[src/rtl/wb_burst_traffic_gen.sv]
// wb_burst_traffic_gen
// Self-checking Wishbone B3 burst master. A run writes an address-derived
// pattern to a memory window in incrementing linear bursts, then reads the
// window back and counts every beat whose data differs from the pattern.
//
// Ports:
//   wb_clk   in   clock
//   wb_rst   in   synchronous active-high reset
//   start    in   one-cycle pulse launching a run (ignored while busy)
//   adr_o    out  [31:0] Wishbone address
//   dat_o    out  [31:0] write data (always the pattern for adr_o)
//   sel_o    out  [3:0]  byte selects, fixed 4'hf
//   cti_o    out  [2:0]  cycle type: 010 incrementing, 111 last beat
//   bte_o    out  [1:0]  burst type extension, fixed linear
//   we_o     out  write enable
//   cyc_o    out  bus cycle
//   stb_o    out  strobe
//   dat_i    in   [31:0] read data
//   ack_i    in   acknowledge
//   busy     out  run in progress
//   done     out  run finished, held until the next start
//   ok       out  valid with done: no read errors and no watchdog abort
//   timeout  out  sticky watchdog abort flag
//   err_cnt  out  [15:0] saturating count of read mismatches
module wb_burst_traffic_gen #(
   parameter logic [31:0] ADR_BASE     = 32'h0000_0000,
   parameter int          BURST_LEN    = 4,
   parameter int          NR_OF_BURSTS = 16,
   parameter logic [31:0] SEED         = 32'hA5A5_5A5A,
   parameter int          TIMEOUT      = 1024
) (
   input  logic        wb_clk,
   input  logic        wb_rst,
   input  logic        start,
   output logic [31:0] adr_o,
   output logic [31:0] dat_o,
   output logic [3:0]  sel_o,
   output logic [2:0]  cti_o,
   output logic [1:0]  bte_o,
   output logic        we_o,
   output logic        cyc_o,
   output logic        stb_o,
   input  logic [31:0] dat_i,
   input  logic        ack_i,
   output logic        busy,
   output logic        done,
   output logic        ok,
   output logic        timeout,
   output logic [15:0] err_cnt
);

   typedef enum logic [2:0] {IDLE, WR, WGAP, RD, RGAP, FIN} state_t;

   localparam logic [4:0]  LAST_BEAT  = 5'(BURST_LEN - 1);
   localparam logic [12:0] LAST_BURST = 13'(NR_OF_BURSTS - 1);
   localparam logic [31:0] LAST_WAIT  = 32'(TIMEOUT - 1);
   localparam logic [2:0]  CTI_INCR   = 3'b010;
   localparam logic [2:0]  CTI_END    = 3'b111;

   state_t      state;
   logic [4:0]  beat;
   logic [12:0] burst;
   logic [31:0] wait_cnt;

   logic        accept;
   logic [31:0] adr_next;
   logic [4:0]  beat_next;

   // Reference pattern; the two low address bits never reach the data.
   function automatic logic [31:0] pattern(input logic [31:0] a);
      return (a & 32'hFFFF_FFFC) ^ SEED;
   endfunction

   assign sel_o     = 4'hf;
   assign bte_o     = 2'b00;
   assign accept    = stb_o & ack_i;
   assign adr_next  = adr_o + 32'd4;
   assign beat_next = beat + 5'd1;

   // Whole controller: state, bus outputs, counters and status flags all
   // live in one registered block so every output comes straight off a flop.
   // dat_o always tracks pattern(adr_o), so it serves both as write data and
   // as the reference for the read compare.
   always_ff @(posedge wb_clk) begin
      if (wb_rst) begin
         state    <= IDLE;
         adr_o    <= ADR_BASE;
         dat_o    <= pattern(ADR_BASE);
         cti_o    <= 3'b000;
         we_o     <= 1'b0;
         cyc_o    <= 1'b0;
         stb_o    <= 1'b0;
         busy     <= 1'b0;
         done     <= 1'b0;
         ok       <= 1'b0;
         timeout  <= 1'b0;
         err_cnt  <= 16'd0;
         beat     <= 5'd0;
         burst    <= 13'd0;
         wait_cnt <= 32'd0;
      end else begin
         case (state)
            IDLE: begin
               if (start) begin
                  state    <= WR;
                  adr_o    <= ADR_BASE;
                  dat_o    <= pattern(ADR_BASE);
                  cti_o    <= (LAST_BEAT == 5'd0) ? CTI_END : CTI_INCR;
                  we_o     <= 1'b1;
                  cyc_o    <= 1'b1;
                  stb_o    <= 1'b1;
                  busy     <= 1'b1;
                  done     <= 1'b0;
                  ok       <= 1'b0;
                  timeout  <= 1'b0;
                  err_cnt  <= 16'd0;
                  beat     <= 5'd0;
                  burst    <= 13'd0;
                  wait_cnt <= 32'd0;
               end
            end

            // Both data phases share the beat handling; stb_o is always high
            // here, so a missing ack is a wait state for the watchdog.
            WR, RD: begin
               if (accept) begin
                  wait_cnt <= 32'd0;
                  adr_o    <= adr_next;
                  dat_o    <= pattern(adr_next);
                  if (state == RD && dat_i != pattern(adr_o) && err_cnt != 16'hffff)
                     err_cnt <= err_cnt + 16'd1;
                  if (beat == LAST_BEAT) begin
                     beat  <= 5'd0;
                     cyc_o <= 1'b0;
                     stb_o <= 1'b0;
                     cti_o <= 3'b000;
                     if (state == WR)
                        state <= WGAP;
                     else
                        state <= RGAP;
                  end else begin
                     beat  <= beat_next;
                     cti_o <= (beat_next == LAST_BEAT) ? CTI_END : CTI_INCR;
                  end
               end else if (wait_cnt == LAST_WAIT) begin
                  timeout <= 1'b1;
                  cyc_o   <= 1'b0;
                  stb_o   <= 1'b0;
                  cti_o   <= 3'b000;
                  state   <= FIN;
               end else begin
                  wait_cnt <= wait_cnt + 32'd1;
               end
            end

            // After the last write burst the address restarts at the base
            // for the read-back phase.
            WGAP: begin
               cyc_o    <= 1'b1;
               stb_o    <= 1'b1;
               cti_o    <= (LAST_BEAT == 5'd0) ? CTI_END : CTI_INCR;
               wait_cnt <= 32'd0;
               if (burst == LAST_BURST) begin
                  burst <= 13'd0;
                  we_o  <= 1'b0;
                  adr_o <= ADR_BASE;
                  dat_o <= pattern(ADR_BASE);
                  state <= RD;
               end else begin
                  burst <= burst + 13'd1;
                  state <= WR;
               end
            end

            RGAP: begin
               if (burst == LAST_BURST) begin
                  burst <= 13'd0;
                  state <= FIN;
               end else begin
                  burst    <= burst + 13'd1;
                  cyc_o    <= 1'b1;
                  stb_o    <= 1'b1;
                  cti_o    <= (LAST_BEAT == 5'd0) ? CTI_END : CTI_INCR;
                  wait_cnt <= 32'd0;
                  state    <= RD;
               end
            end

            // FIN does not look at start, so a pulse landing here is dropped.
            FIN: begin
               we_o  <= 1'b0;
               busy  <= 1'b0;
               done  <= 1'b1;
               ok    <= (err_cnt == 16'd0) && !timeout;
               state <= IDLE;
            end

            default: state <= IDLE;
         endcase
      end
   end

endmodule

[config.mk]
export PLATFORM = sky130hd
export DESIGN_NAME = wb_burst_traffic_gen
export DESIGN_NICKNAME = d
export VERILOG_FILES = /design/src/rtl/wb_burst_traffic_gen.sv
export SDC_FILE = /design/constraint.sdc
export NUM_CORES = 1
export LEC_CHECK = 0
export CAP_MARGIN = 20
export CORE_ASPECT_RATIO = 1.2
export CORE_MARGIN = 2
export CORE_UTILIZATION = 50
export CTS_CLUSTER_SIZE = 25
export DETAILED_ROUTE_END_ITERATION = 10
export PLACE_DENSITY_LB_ADDON = 0.05
export RECOVER_POWER = 50
export SKIP_LAST_GASP = 1
export SLEW_MARGIN = 25
export SYNTH_ARGS = -nofsm -noshare
export SYNTH_HDL_FRONTEND = slang
export SYNTH_SLANG_ARGS = --single-unit
export TNS_END_PERCENT = 30
[constraint.sdc]
create_clock -name wb_clk -period 7.4 [get_ports wb_clk]
set_clock_uncertainty 0.05 [all_clocks]
set_input_delay 1.11 -clock wb_clk [delete_from_list [all_inputs] [get_ports wb_clk]]
set_output_delay 1.11 -clock wb_clk [all_outputs]
set_load 0.01 [all_outputs]
==> results.env, run 1 <==
RUN_STATUS='finished with violations'
FAILED_CHECKS='capacitance limit, slew limit'
POWER.NET_SWITCHING_mW=0.394
ENDPOINT_KIND='flop'
SYNTH_FLOP_CELL='sky130_fd_sc_hd__dfxtp_1'
DRV_CAP=1
GRT_ANTENNA_BEFORE_REPAIR=0
FP.DIEH_UM=129
SETUP_VIOLATIONS=0
WORSTHOLDPATHTYPE='flop to flop'
MAX_ROOT_SINK_BUFFERS=2
SYN-MEAN-INSTANCE-AREA_UM2=7.94
SYNTH_ASYNC_SR_FLOP_SHARE=0
POST-ROUTE-MIN-PERIOD_PS=4400
DESIGN.PORTCOUNT=132
SWITCHING_PORTION_OF_TOTAL_POWER=0.237
CTS.REPORTEDPATHS.CLKPINSLEW_PS=50
MOST_USED_STANDARD_CELL_BY_INSTANCE_COUNT_AFTER_SYNTHESIS='sky130_fd_sc_hd__dfxtp_1'
GRT_REMAINING_OVERFLOW=0
SYNTHESIS.INSTANCES=815
WHS_PATH_DEPTH=2
GRT_PASS1_WL_UM=28500
SETUP.WORST_PATH.START_CLASS='primary input'
INITIAL_UTILIZATION=0.511
CLK_LATENCY_PS=430
POST_CTS_RESIZE_COUNT=0
YOSYS.AREA_SHARE.ADDER=0.0135
MAX-SLEW-MARGIN-REL=-0.443
HOLD_BUFFERS=0
NUM-NETS-FINAL=941
SEQ_POWER_SHARE=0.409
YOSYS-MUX-AREA-FRACTION=0.00464
FINAL_MAX_SLEW_VIOL_COUNT=48
TIMING_WORST_SETUP_PATH_TYPE='primary input to flop'
CORE_AR_UM2=12700
ROOT_BUFFER='sky130_fd_sc_hd__clkbuf_16'
SEQ_AREA_FRAC_SYNTH=0.377
FILLCELLCOUNT=1139
POWER-PER-CELL-AREA_nW_PER_UM2=203
SYNTHESIS.YOSYS.WARNINGS=0
GRT_MAX_DEGREE=48
FF_LATCH_AREA_UM2=2440
ROW_COUNT=45
IO_BUFFER_COUNT=121
ANTENNA_LEFT=0
WORST-R2R-CELL-COUNT=6
GROUTE.USAGE.OVERALL=0.261
DRTITER0DRC=468
SETUP_TNS_PS=0
SYNTH-EDFF-COUNT=0
AREA_GROWTH_SYN_TO_LAYOUT_PCT=26.2
ROUTE.VIAS.TOTAL=6155
DOMINANT_COMBINATIONAL_CELL_FAMILY_BY_AREA_AFTER_SYNTHESIS='simple AND/OR/NAND/NOR gates'
POST-ROUTE-DRC-COUNT=0
MAX_FREQ_MHz=227
DRT-TOTAL-WL_UM=17300
SYNTH.AREA.TOP_CELLS='sky130_fd_sc_hd__dfxtp_1 38%, sky130_fd_sc_hd__xor2_1 7.4%, sky130_fd_sc_hd__nor2_1 6.9%'
TIGHTEST_SLEW_PS=2170
TIMING.FINAL.HOLD_VIOLATIONS=0
FINAL.PERIOD_UTILIZATION=0.595
GP_CONGESTION=0.841
ROUTE.DETAILED.WL_PER_INST_UM=16.1
YOSYS.AREA_SHARE.SIMPLE=0.298
CTS_INSERTED_BUFFERS=17
SYNTH_COMPOUND_AREA_FRAC=0.113
DESIGN.DIE.AREA_UM2=13900
DIE_WIDTH_UM=108
MAXIMUM_FANOUT_ALONG_THE_WORST_PATH=47
CLOCK_TREE_FROM_TRITONCTS='built'
SYNTH.LARGEST_AREA_CELL='sky130_fd_sc_hd__dfxtp_1'
CRITICAL_PATH_REQUIRED_PS=7620
POST_SYNTH_XOR_AREA_FRACTION=0.127
RSZ0062_AT_GRT='false'
AREA_OF_THE_MULTI_INPUT_GATES_UM2=3650
HTREE_NUM_LEVELS=4
NUMBER_OF_GLOBAL_ROUTE_VIAS_BEFORE_REPAIR=5875
HPWL_UM=12300
P_INT_mW=1.27
CRIT_ARRIVAL_PS=4620
VDD_DROP_MAX_uV=164
P_LEAK_nW=3.15
INSERTEDDIODECOUNT=0
SYNTH_AREA_UM2=6470
SYNTH-SEQ-CELLS=122
FIRST_PASS_ITERS=5
ROUTE.DETAILED.VIAS_PER_INST=5.73
SHARE_CLK_OF_TOTAL_POWER=0.509
YOSYS.AREA.TOP_TYPE_SHARE=0.377
FINAL_LAYOUT_SIZE_SUFFIX_GT1_FRAC=0.0451
COMB_POWER_SHARE=0.082
POST-CTS-SETUP-BUFFER-COUNT=0
SYNTH_CELL_TYPE_COUNT=52
FIN_TOTAL_PWR_mW=1.66
CLOCK-SINKS=122
SYNTH.CELLS.MOST_FREQUENT='122 x sky130_fd_sc_hd__dfxtp_1, 119 x sky130_fd_sc_hd__nor2_1, 57 x sky130_fd_sc_hd__nand2_1'
[metrics by stage]
stage	cells	utilization	instance area (um^2)	hold WS (ps)	worst slack, ps
after global routing	1074	0.645	8170	430	2700
after CTS	1074	0.646	8180	415	3210
after detailed placement	1043	0.599	7590	407	3090
final	1074	0.645	8170	411	3000
after floorplan	823	-	6500	408	4550
after global placement	1043	0.599	7590	410	3250
[per-layer routing]
| layer | part of all wire | global-route usage | vias to the layer above |
|---|---|---|---|
| met2 | 0.50 | 0.448 | 219 |
| met4 | 0.023 | 0.108 | 0 |
| li1 | - | - | 3001 |
| met5 | 0 | 0 | - |
| met1 | 0.41 | 0.309 | 2902 |
| met3 | 0.070 | 0.0679 | 33 |
[kinds of logic after synthesis]
family | Yosys count
other cells | 2
flops | 122
buf+inv | 84
fa+ha+maj | 7
simple gates | 380
mux | 3
compound gates | 123
xor+xnor | 94
[worst max-delay path, stage by stage]
cell	delay, ps
sky130_fd_sc_hd__clkbuf_1	1520
sky130_fd_sc_hd__inv_1	950
sky130_fd_sc_hd__o31ai_2	220
sky130_fd_sc_hd__clkbuf_1	670
sky130_fd_sc_hd__nor2_1	130
[sequential cells by signal (all words and copies together), names as in the netlist]
signal    flops
adr_o        30
busy          1
burst        13
err_cnt      16
dat_o        15
stb_o         1
wait_cnt     32
beat          5
we_o          1
cti_o         2
state         3
done          1
ok            1
timeout       1
[layout make-up]
cell class                 count  share of cell area
clock buffer                  22              0.0581
multi-input combinational    617               0.446
timing repair buffer         126               0.150
sequential                   122               0.299
inverter                      14             0.00643
tap                          164              0.0251
clock inverter                 9              0.0147
[cells in the final DEF, fill, tap and decap left out, drive strengths merged, types with 8 or more instances in the layout]
master,instances
conb,10
a31oi,10
xor2,55
or3,13
nor3,24
dfxtp,122
and3,29
clkbuf,27
nand4b,8
o21ai,36
a21oi,48
nor4,14
nand4,32
xnor2,39
nand2,57
clkdlybuf4s50,38
inv,14
nor2,119
nand3,46
dlygate4sd3,82
[power groups by stage]
stage / registers (mW) / logic (mW) / clock network [mW]
after floorplan: 0.686 / 0.0905 / 0
after global placement: 0.691 / 0.137 / 0
after detailed placement: 0.692 / 0.141 / 0
after CTS: 0.678 / 0.142 / 0.851
after global routing: 0.679 / 0.152 / 0.886
final: 0.678 / 0.137 / 0.844
[final timing paths]
check                                           start                       to  slack (ps)
worst max-delay path                           wb_rst    adr_o[5]$_SDFFE_PP0P_        3000
worst min-delay path            cti_o[1]$_SDFFE_PP0P_    cti_o[1]$_SDFFE_PP0P_         410
worst max register to register  state[0]$_SDFFE_PP0P_  err_cnt[3]$_SDFFE_PP0P_        3170
worst min register to register  cti_o[1]$_SDFFE_PP0P_    cti_o[1]$_SDFFE_PP0P_         410
Note: power is estimated with default switching activity, not from simulation.
==> inputs of run 2 (changes only) <==
==> constraint.sdc (replaced) <==
create_clock -name wb_clk -period 4.45 [get_ports wb_clk]
set_clock_uncertainty 0.05 [all_clocks]
set_input_delay 0.6675 -clock wb_clk [delete_from_list [all_inputs] [get_ports wb_clk]]
set_output_delay 0.6675 -clock wb_clk [all_outputs]
set_load 0.01 [all_outputs]
==> run 2 against run 1 <==
Net effect:
- final area increased by 0.77%
- largest cell class unchanged
- utilization up 0.49 points
- power grew 70%
- the run now ends clean
- hold slack worse by 9.1 ps
- via count down 0.71%
- register-to-register slack lost 2100 ps
- clock-buffer cell count increased by 2
- flip-flop and latch count is the same
- highest routed layer unchanged
- non-clock buffer count is 4 higher
==> results.env, run 2 (synthesized netlist as in run 1, its figures left out) <==
REG2REG_SETUP_SLACK_PS=1030  # -2140 ps
GRT_MAX_DEGREE=47  # -2.1%
FINAL.PERIOD_UTILIZATION=0.770
POWER.NET_SWITCHING_mW=0.654  # +66%
TOP_REGISTER='wait_cnt'
CORE_AR_UM2=12700  # unchanged
INITIAL_UTILIZATION=0.511  # unchanged
R2R_START='burst[8]$_SDFFE_PP0P_'
AREA_GROWTH_SYN_TO_LAYOUT_PCT=27.2
ROUTE.DETAILED.WL_PER_INST_UM=16.2  # +0.34%
POWER-PER-CELL-AREA_nW_PER_UM2=343  # +69%
DRTITER0DRC=415  # -11%
LARGEST_REGISTER_FF_COUNT=32  # unchanged
CLOCK_TREE_FROM_TRITONCTS='built'
NUMBER_OF_GLOBAL_ROUTE_VIAS_BEFORE_REPAIR=5947  # +1.2%
SETUP_VIOLATIONS=0  # unchanged
TIMING_WORST_SETUP_PATH_TYPE='flop to flop'
CP_CELL_SEQUENCE='or4_1 > o41a_1 > a21oi_2 > clkbuf_1 > nand3_1 > xor2_1 > nor2_1'
CPMAXSTAGEDELAYCELL='sky130_fd_sc_hd__clkbuf_1'
MAX-SLEW-MARGIN-REL=0.0412  # +0.485
LAYOUTNONFILLERINSTCOUNT=1079  # +0.47%
WORSTSETUPSTARTPOINT='burst[8]$_SDFFE_PP0P_'
MAXIMUM_FANOUT_ALONG_THE_WORST_PATH=32  # -32%
FINAL_MAX_SLEW_VIOL_COUNT=0  # -100%
CLOCK-SINKS=122  # unchanged
TIMING.FINAL.HOLD_VIOLATIONS=0  # unchanged
FINAL_CELL_MIX='122 x sky130_fd_sc_hd__dfxtp_1, 119 x sky130_fd_sc_hd__nor2_1, 86 x sky130_fd_sc_hd__dlygate4sd3_1'
GROUTE.USAGE.OVERALL=0.260  # -0.000580
DIE_WIDTH_UM=108  # unchanged
GRT_REMAINING_OVERFLOW=0  # unchanged
CLK_LATENCY_PS=420  # about the same
ROUTE.DETAILED.VIAS_PER_INST=5.66  # -1.2%
RUN_STATUS='complete, no violations'
SHARE_CLK_OF_TOTAL_POWER=0.519  # +0.010
COMB_POWER_SHARE=0.082  # about the same
VDD_DROP_MAX_uV=261  # +59%
MAX_ROOT_SINK_BUFFERS=2  # unchanged
CRITICAL_PATH_REQUIRED_PS=4710  # -2910 ps
SEQ_POWER_SHARE=0.399  # -0.010
ROOT_BUFFER='sky130_fd_sc_hd__clkbuf_16'
WORSTHOLDPATHTYPE='flop to flop'
DRT-TOTAL-WL_UM=17400  # +0.80%
ROUTE.VIAS.TOTAL=6111  # -0.71%
HOLD_BUFFERS=0  # unchanged
ROW_COUNT=45  # unchanged
NUM-NETS-FINAL=945  # +0.43%
SETUP.WORST_PATH.START_CLASS='flop'
CRITICAL_PATH.MAX_STAGE_DELAY_PS=1050  # -470 ps
SWITCHING_PORTION_OF_TOTAL_POWER=0.232  # -0.00559
P_INT_mW=2.17  # +72%
CRITICAL_PATH.REG2REG.ENDPOINT='adr_o[28]$_SDFFE_PP0P_'
FP.DIEH_UM=129  # unchanged
MAX_FREQ_MHz=292
POST-ROUTE-DRC-COUNT=0  # unchanged
INSERTEDDIODECOUNT=0  # unchanged
FIRST_PASS_ITERS=5  # unchanged
TOP_REGS='wait_cnt x32, adr_o x30, err_cnt x16'
IO_BUFFER_COUNT=121  # unchanged
GP_CONGESTION=0.813  # -3.4%
DESIGN.DIE.AREA_UM2=13900  # unchanged
HPWL_UM=12400  # +1.1%
FINAL_LAYOUT_SIZE_SUFFIX_GT1_FRAC=0.0503  # +0.00522
DP_CELLS=1047  # +0.38%
ENDPOINT_KIND='flop'
P_LEAK_nW=3.20  # +1.6%
SETUP_TNS_PS=0  # unchanged
RSZ0062_AT_GRT='false'
DRV_CAP=0  # -1
HTREE_NUM_LEVELS=4  # unchanged
WORST-R2R-CELL-COUNT=7  # +1
DESIGN.PORTCOUNT=132  # unchanged
TIGHTEST_SLEW_PS=1440  # -727 ps
MOST_FREQUENT_STANDARD_CELL_IN_THE_LAYOUT_EXCLUDING_FILL_AND_TAP_CELLS='sky130_fd_sc_hd__dfxtp_1'
CTS_INSERTED_BUFFERS=17  # unchanged
CTS.REPORTEDPATHS.CLKPINSLEW_PS=60  # about the same
POST-CTS-SETUP-BUFFER-COUNT=0  # unchanged
POST-ROUTE-MIN-PERIOD_PS=3420
CRIT_END='adr_o[28]$_SDFFE_PP0P_'
GRT_ANTENNA_BEFORE_REPAIR=0  # unchanged
ANTENNA_LEFT=0  # unchanged
CRIT_ARRIVAL_PS=3690  # -930 ps
POST_CTS_RESIZE_COUNT=0  # unchanged
GRT_PASS1_WL_UM=28800  # +1.0%
==> run 2: how the worst min path moves through the flow <==
stage	from	to	slack (ps)	cells past startpoint
6_report	done$_SDFFE_PP0P_	done$_SDFFE_PP0P_	400	2
5_1_grt	cti_o[1]$_SDFFE_PP0P_	cti_o[1]$_SDFFE_PP0P_	430	2
4_1_cts	done$_SDFFE_PP0P_	done$_SDFFE_PP0P_	410	2
3_5_place_dp	done$_SDFFE_PP0P_	done$_SDFFE_PP0P_	400	2
3_3_place_gp	done$_SDFFE_PP0P_	done$_SDFFE_PP0P_	400	2
2_1_floorplan	wait_cnt[31]$_SDFFE_PP0P_	wait_cnt[31]$_SDFFE_PP0P_	410	2
==> run 2: cell type report <==
class | instances | area (um^2)
repair buffers | 130 | 1260
inverters | 14 | 52.6
fillers | 1122 | 4440
well taps | 164 | 205
flip-flops and latches | 122 | 2440
clock buffers | 24 | 482
multi-input cells | 617 | 3650
clock inverters | 8 | 140
==> run 2: stage by stage <==
step / setup WS, ps / hold slack (ps) / utilization / power [mW] / cell area [um^2]
final: 1030 / 402 / 0.650 / 2.82 / 8230
after global routing: 787 / 427 / 0.650 / 2.91 / 8230
after CTS: 1060 / 408 / 0.651 / 2.85 / 8240
after detailed placement: 890 / 401 / 0.601 / 1.39 / 7620
after global placement: 969 / 399 / 0.601 / 1.38 / 7620
after floorplan: 1970 / 408 / - / 1.29 / 6500
==> run 2: critical path: cells and delay by family (launching register included) <==
family,cells,cell delay (ps)
buffers and inverters,1,1050
XOR/XNOR,1,240
AND/OR/NAND/NOR,3,940
flip-flops,1,350
AO/OA/AOI/OAI,2,670
==> run 2: per-layer routing <==
metal	GRT usage	routed length [um]	vias to the layer above
met4	0.102	412	0
met2	0.448	8740	171
li1	-	-	3002
met5	0	0	-
met1	0.309	7310	2902
met3	0.0689	971	36
==> run 2: power by group through the flow <==
stage | clock network [mW] | registers, mW | logic [mW]
2_1_floorplan | 0 | 1.14 | 0.151
3_3_place_gp | 0 | 1.15 | 0.232
3_5_place_dp | 0 | 1.15 | 0.237
4_1_cts | 1.48 | 1.13 | 0.238
5_1_grt | 1.52 | 1.13 | 0.257
6_report | 1.47 | 1.13 | 0.232
==> inputs of run 3 (changes only) <==
--- a/config.mk
+++ b/config.mk
@@ -8,7 +8,7 @@
 export CAP_MARGIN = 20
 export CORE_ASPECT_RATIO = 1.2
 export CORE_MARGIN = 2
-export CORE_UTILIZATION = 50
+export CORE_UTILIZATION = 47
 export CTS_CLUSTER_SIZE = 25
 export DETAILED_ROUTE_END_ITERATION = 10
 export PLACE_DENSITY_LB_ADDON = 0.05
==> constraint.sdc (replaced) <==
create_clock -name wb_clk -period 3 [get_ports wb_clk]
set_clock_uncertainty 0.05 [all_clocks]
set_input_delay 0.45 -clock wb_clk [delete_from_list [all_inputs] [get_ports wb_clk]]
set_output_delay 0.45 -clock wb_clk [all_outputs]
set_load 0.01 [all_outputs]
==> run 3 against run 2 <==
Net effect:
- clock-buffer cell count fell by 4
- via count rose by 2.4%
- combinational power rose by 63%
- setup slack got worse by 750 ps
==> results.env, run 3 (synthesized netlist as in run 1, its figures left out) <==
RUN_STATUS='complete, no violations'
SETUP_VIOLATIONS=0  # unchanged
ANTENNA_LEFT=0  # unchanged
ROOT_BUFFER='sky130_fd_sc_hd__clkbuf_16'
FILLCELLCOUNT=1187  # +5.8%
POST-ROUTE-DRC-COUNT=0  # unchanged
SETUP_TNS_PS=0  # unchanged
GROUTE.USAGE.OVERALL=0.240  # -0.0202
CTS_INSERTED_BUFFERS=17  # unchanged
FINISHED_CORE_UTIL=0.627  # -0.0226
AREA_GROWTH_SYN_TO_LAYOUT_PCT=29.4
RSZ0062_AT_GRT='false'
VDD_DROP_MAX_uV=417  # +60%
MAXIMUM_FANOUT_ALONG_THE_WORST_PATH=7  # -78%
ROUTE.VIAS.TOTAL=6256  # +2.4%
ENDPOINT_KIND='flop'
POST_CTS_RESIZE_COUNT=0  # unchanged
HOLD_BUFFERS=0  # unchanged
FINAL_MAX_SLEW_VIOL_COUNT=0  # unchanged
FINAL.PERIOD_UTILIZATION=0.908  # +0.139
GRT_REMAINING_OVERFLOW=0  # unchanged
P_LEAK_nW=3.28  # +2.6%
FINAL_CELL_MIX='122 x sky130_fd_sc_hd__dfxtp_1, 119 x sky130_fd_sc_hd__nor2_1, 86 x sky130_fd_sc_hd__dlygate4sd3_1'
MAX_ROOT_SINK_BUFFERS=2  # unchanged
CP_CELL_SEQUENCE='or4_1 > o41a_1 > a21o_1 > or3_4 > or3_1 > a21oi_1'
MAX-SLEW-MARGIN-REL=0.614  # +0.572
POWER-PER-CELL-AREA_nW_PER_UM2=491  # +43%
CLOCK-SINKS=122  # unchanged
TOP_REGISTER='wait_cnt'
DRT-TOTAL-WL_UM=17800  # +1.8%
INITIAL_UTILIZATION=0.485  # -0.0262
FP.DIEH_UM=133  # +3.0%
P_INT_mW=3.11  # +43%
CRITICAL_PATH.MAX_STAGE_DELAY_PS=560  # -490 ps
GRT_MAX_DEGREE=28  # -40%
TIGHTEST_SLEW_PS=580  # -859 ps
ROW_COUNT=46  # +2.2%
CORE_AR_UM2=13400  # +5.4%
WORSTHOLDPATHTYPE='flop to flop'
ROUTE.DETAILED.VIAS_PER_INST=5.67  # +0.15%
GRT_PASS1_WL_UM=29300  # +1.6%
PLACE_AREA_UM2=7800  # +2.4%
SEQ_POWER_SHARE=0.404  # +0.005
DESIGN.PORTCOUNT=132  # unchanged
CTS.REPORTEDPATHS.CLKPINSLEW_PS=60  # about the same
CRIT_ARRIVAL_PS=3030  # -660 ps
SWITCHING_PORTION_OF_TOTAL_POWER=0.245  # +0.0133
CRITPATHTOPFAMILY='simple AND/OR/NAND/NOR gates'
DESIGN.DIE.AREA_UM2=14700  # +6.2%
TIMING_WORST_SETUP_PATH_TYPE='flop to flop'
SETUP.WORST_PATH.START_CLASS='flop'
POWER.NET_SWITCHING_mW=1.01  # +54%
DIE_WIDTH_UM=111  # +3.0%
CRITICAL_PATH_REQUIRED_PS=3300  # -1410 ps
MOST_FREQUENT_STANDARD_CELL_IN_THE_LAYOUT_EXCLUDING_FILL_AND_TAP_CELLS='sky130_fd_sc_hd__dfxtp_1'
GP_CONGESTION=0.847  # +4.2%
POST-CTS-SETUP-BUFFER-COUNT=0  # unchanged
IO_BUFFER_COUNT=121  # unchanged
CLOCK_TREE_FROM_TRITONCTS='built'
SHARE_CLK_OF_TOTAL_POWER=0.505  # -0.014
HTREE_NUM_LEVELS=4  # unchanged
DRV_CAP=0  # unchanged
INSERTEDDIODECOUNT=0  # unchanged
CRITICAL_PATH_BUF_INV_COUNT=0  # -1
POST-ROUTE-MIN-PERIOD_PS=2720  # -700 ps
COMB_POWER_SHARE=0.092  # +0.010
LARGEST_REGISTER_FF_COUNT=32  # unchanged
MAX_FREQ_MHz=367  # +26%
HPWL_UM=12700  # +2.0%
CLK_LATENCY_PS=420  # about the same
TIMING.FINAL.HOLD_VIOLATIONS=0  # unchanged
DESIGN_AREA_UM2=8370  # +1.7%
NUMBER_OF_GLOBAL_ROUTE_VIAS_BEFORE_REPAIR=6012  # +1.1%
TOP_REGS='wait_cnt x32, adr_o x30, err_cnt x16'
FIRST_PASS_ITERS=5  # unchanged
DRTITER0DRC=401  # -3.4%
GRT_ANTENNA_BEFORE_REPAIR=0  # unchanged
CPMAXSTAGEDELAYCELL='sky130_fd_sc_hd__or4_1'
ROUTE.DETAILED.WL_PER_INST_UM=16.1  # -0.39%
NUM-NETS-FINAL=965  # +2.1%
FINAL_LAYOUT_SIZE_SUFFIX_GT1_FRAC=0.0695  # +0.0192
[run 3: cell count changes in the layout (fill, tap and decap cells not counted)]
cell / delta
sky130_fd_sc_hd__a21oi_1: +1
sky130_fd_sc_hd__a21oi_2: -1
sky130_fd_sc_hd__buf_12: +2
sky130_fd_sc_hd__buf_4: +16
sky130_fd_sc_hd__bufinv_16: -1
sky130_fd_sc_hd__clkbuf_8: -2
sky130_fd_sc_hd__clkinv_4: +1
sky130_fd_sc_hd__clkinvlp_4: +4
[run 3: final timing paths]
check / start / endpoint / slack (ps) / cells after the start
setup / recovery: burst[8]$_SDFFE_PP0P_ / adr_o[30]$_SDFFE_PP0P_ / 280 / 6
hold / removal: cti_o[1]$_SDFFE_PP0P_ / cti_o[1]$_SDFFE_PP0P_ / 400 / 2
setup reg to reg: burst[8]$_SDFFE_PP0P_ / adr_o[30]$_SDFFE_PP0P_ / 280 / 6
hold reg to reg: cti_o[1]$_SDFFE_PP0P_ / cti_o[1]$_SDFFE_PP0P_ / 400 / 2
[run 3: power by group through the flow]
stage	combinational [mW]	clock, mW	sequential, mW
after floorplan	0.223	0	1.69
after global placement	0.381	0	1.69
after detailed placement	0.387	0	1.70
after CTS	0.389	2.10	1.66
after global routing	0.415	2.17	1.66
final	0.377	2.08	1.66
[run 3: area by class of cell]
| cell class | instances | area (um^2) | share of cell area |
|---|---|---|---|
| clock buffers | 20 | 447 | 0.0533 |
| clock inverters | 12 | 149 | 0.0178 |
| inverters | 14 | 52.6 | 0.00628 |
| multi-input cells | 617 | 3640 | 0.435 |
| flip-flops and latches | 122 | 2440 | 0.292 |
| well taps | 168 | 210 | 0.0251 |
| repair buffers | 150 | 1430 | 0.171 |
[run 3: tightest hold or removal path, delay by kind of cell, from the launching register on]
kind | cells | cell delay [ps]
AOI/OAI and AO/OA | 1 | 50
DFF | 1 | 310
and+or+nand+nor | 1 | 50
[run 3: routing by layer]
layer | up-vias | global-route usage | share of wire
met1 | 2993 | 0.281 | 0.42
met4 | 0 | 0.0706 | 0.013
met3 | 28 | 0.0687 | 0.062
met5 | - | 0 | 0
met2 | 196 | 0.428 | 0.50
li1 | 3039 | - | -
[run 3: stage by stage]
stage | power, mW | instances | hold slack [ps] | worst slack, ps
6_report | 4.11 | 1103 | 404 | 275
5_1_grt | 4.25 | 1103 | 437 | 200
4_1_cts | 4.15 | 1103 | 413 | 257
3_5_place_dp | 2.08 | 1071 | 406 | 208
3_3_place_gp | 2.08 | 1071 | 403 | 205
2_1_floorplan | 1.92 | 823 | 408 | 522
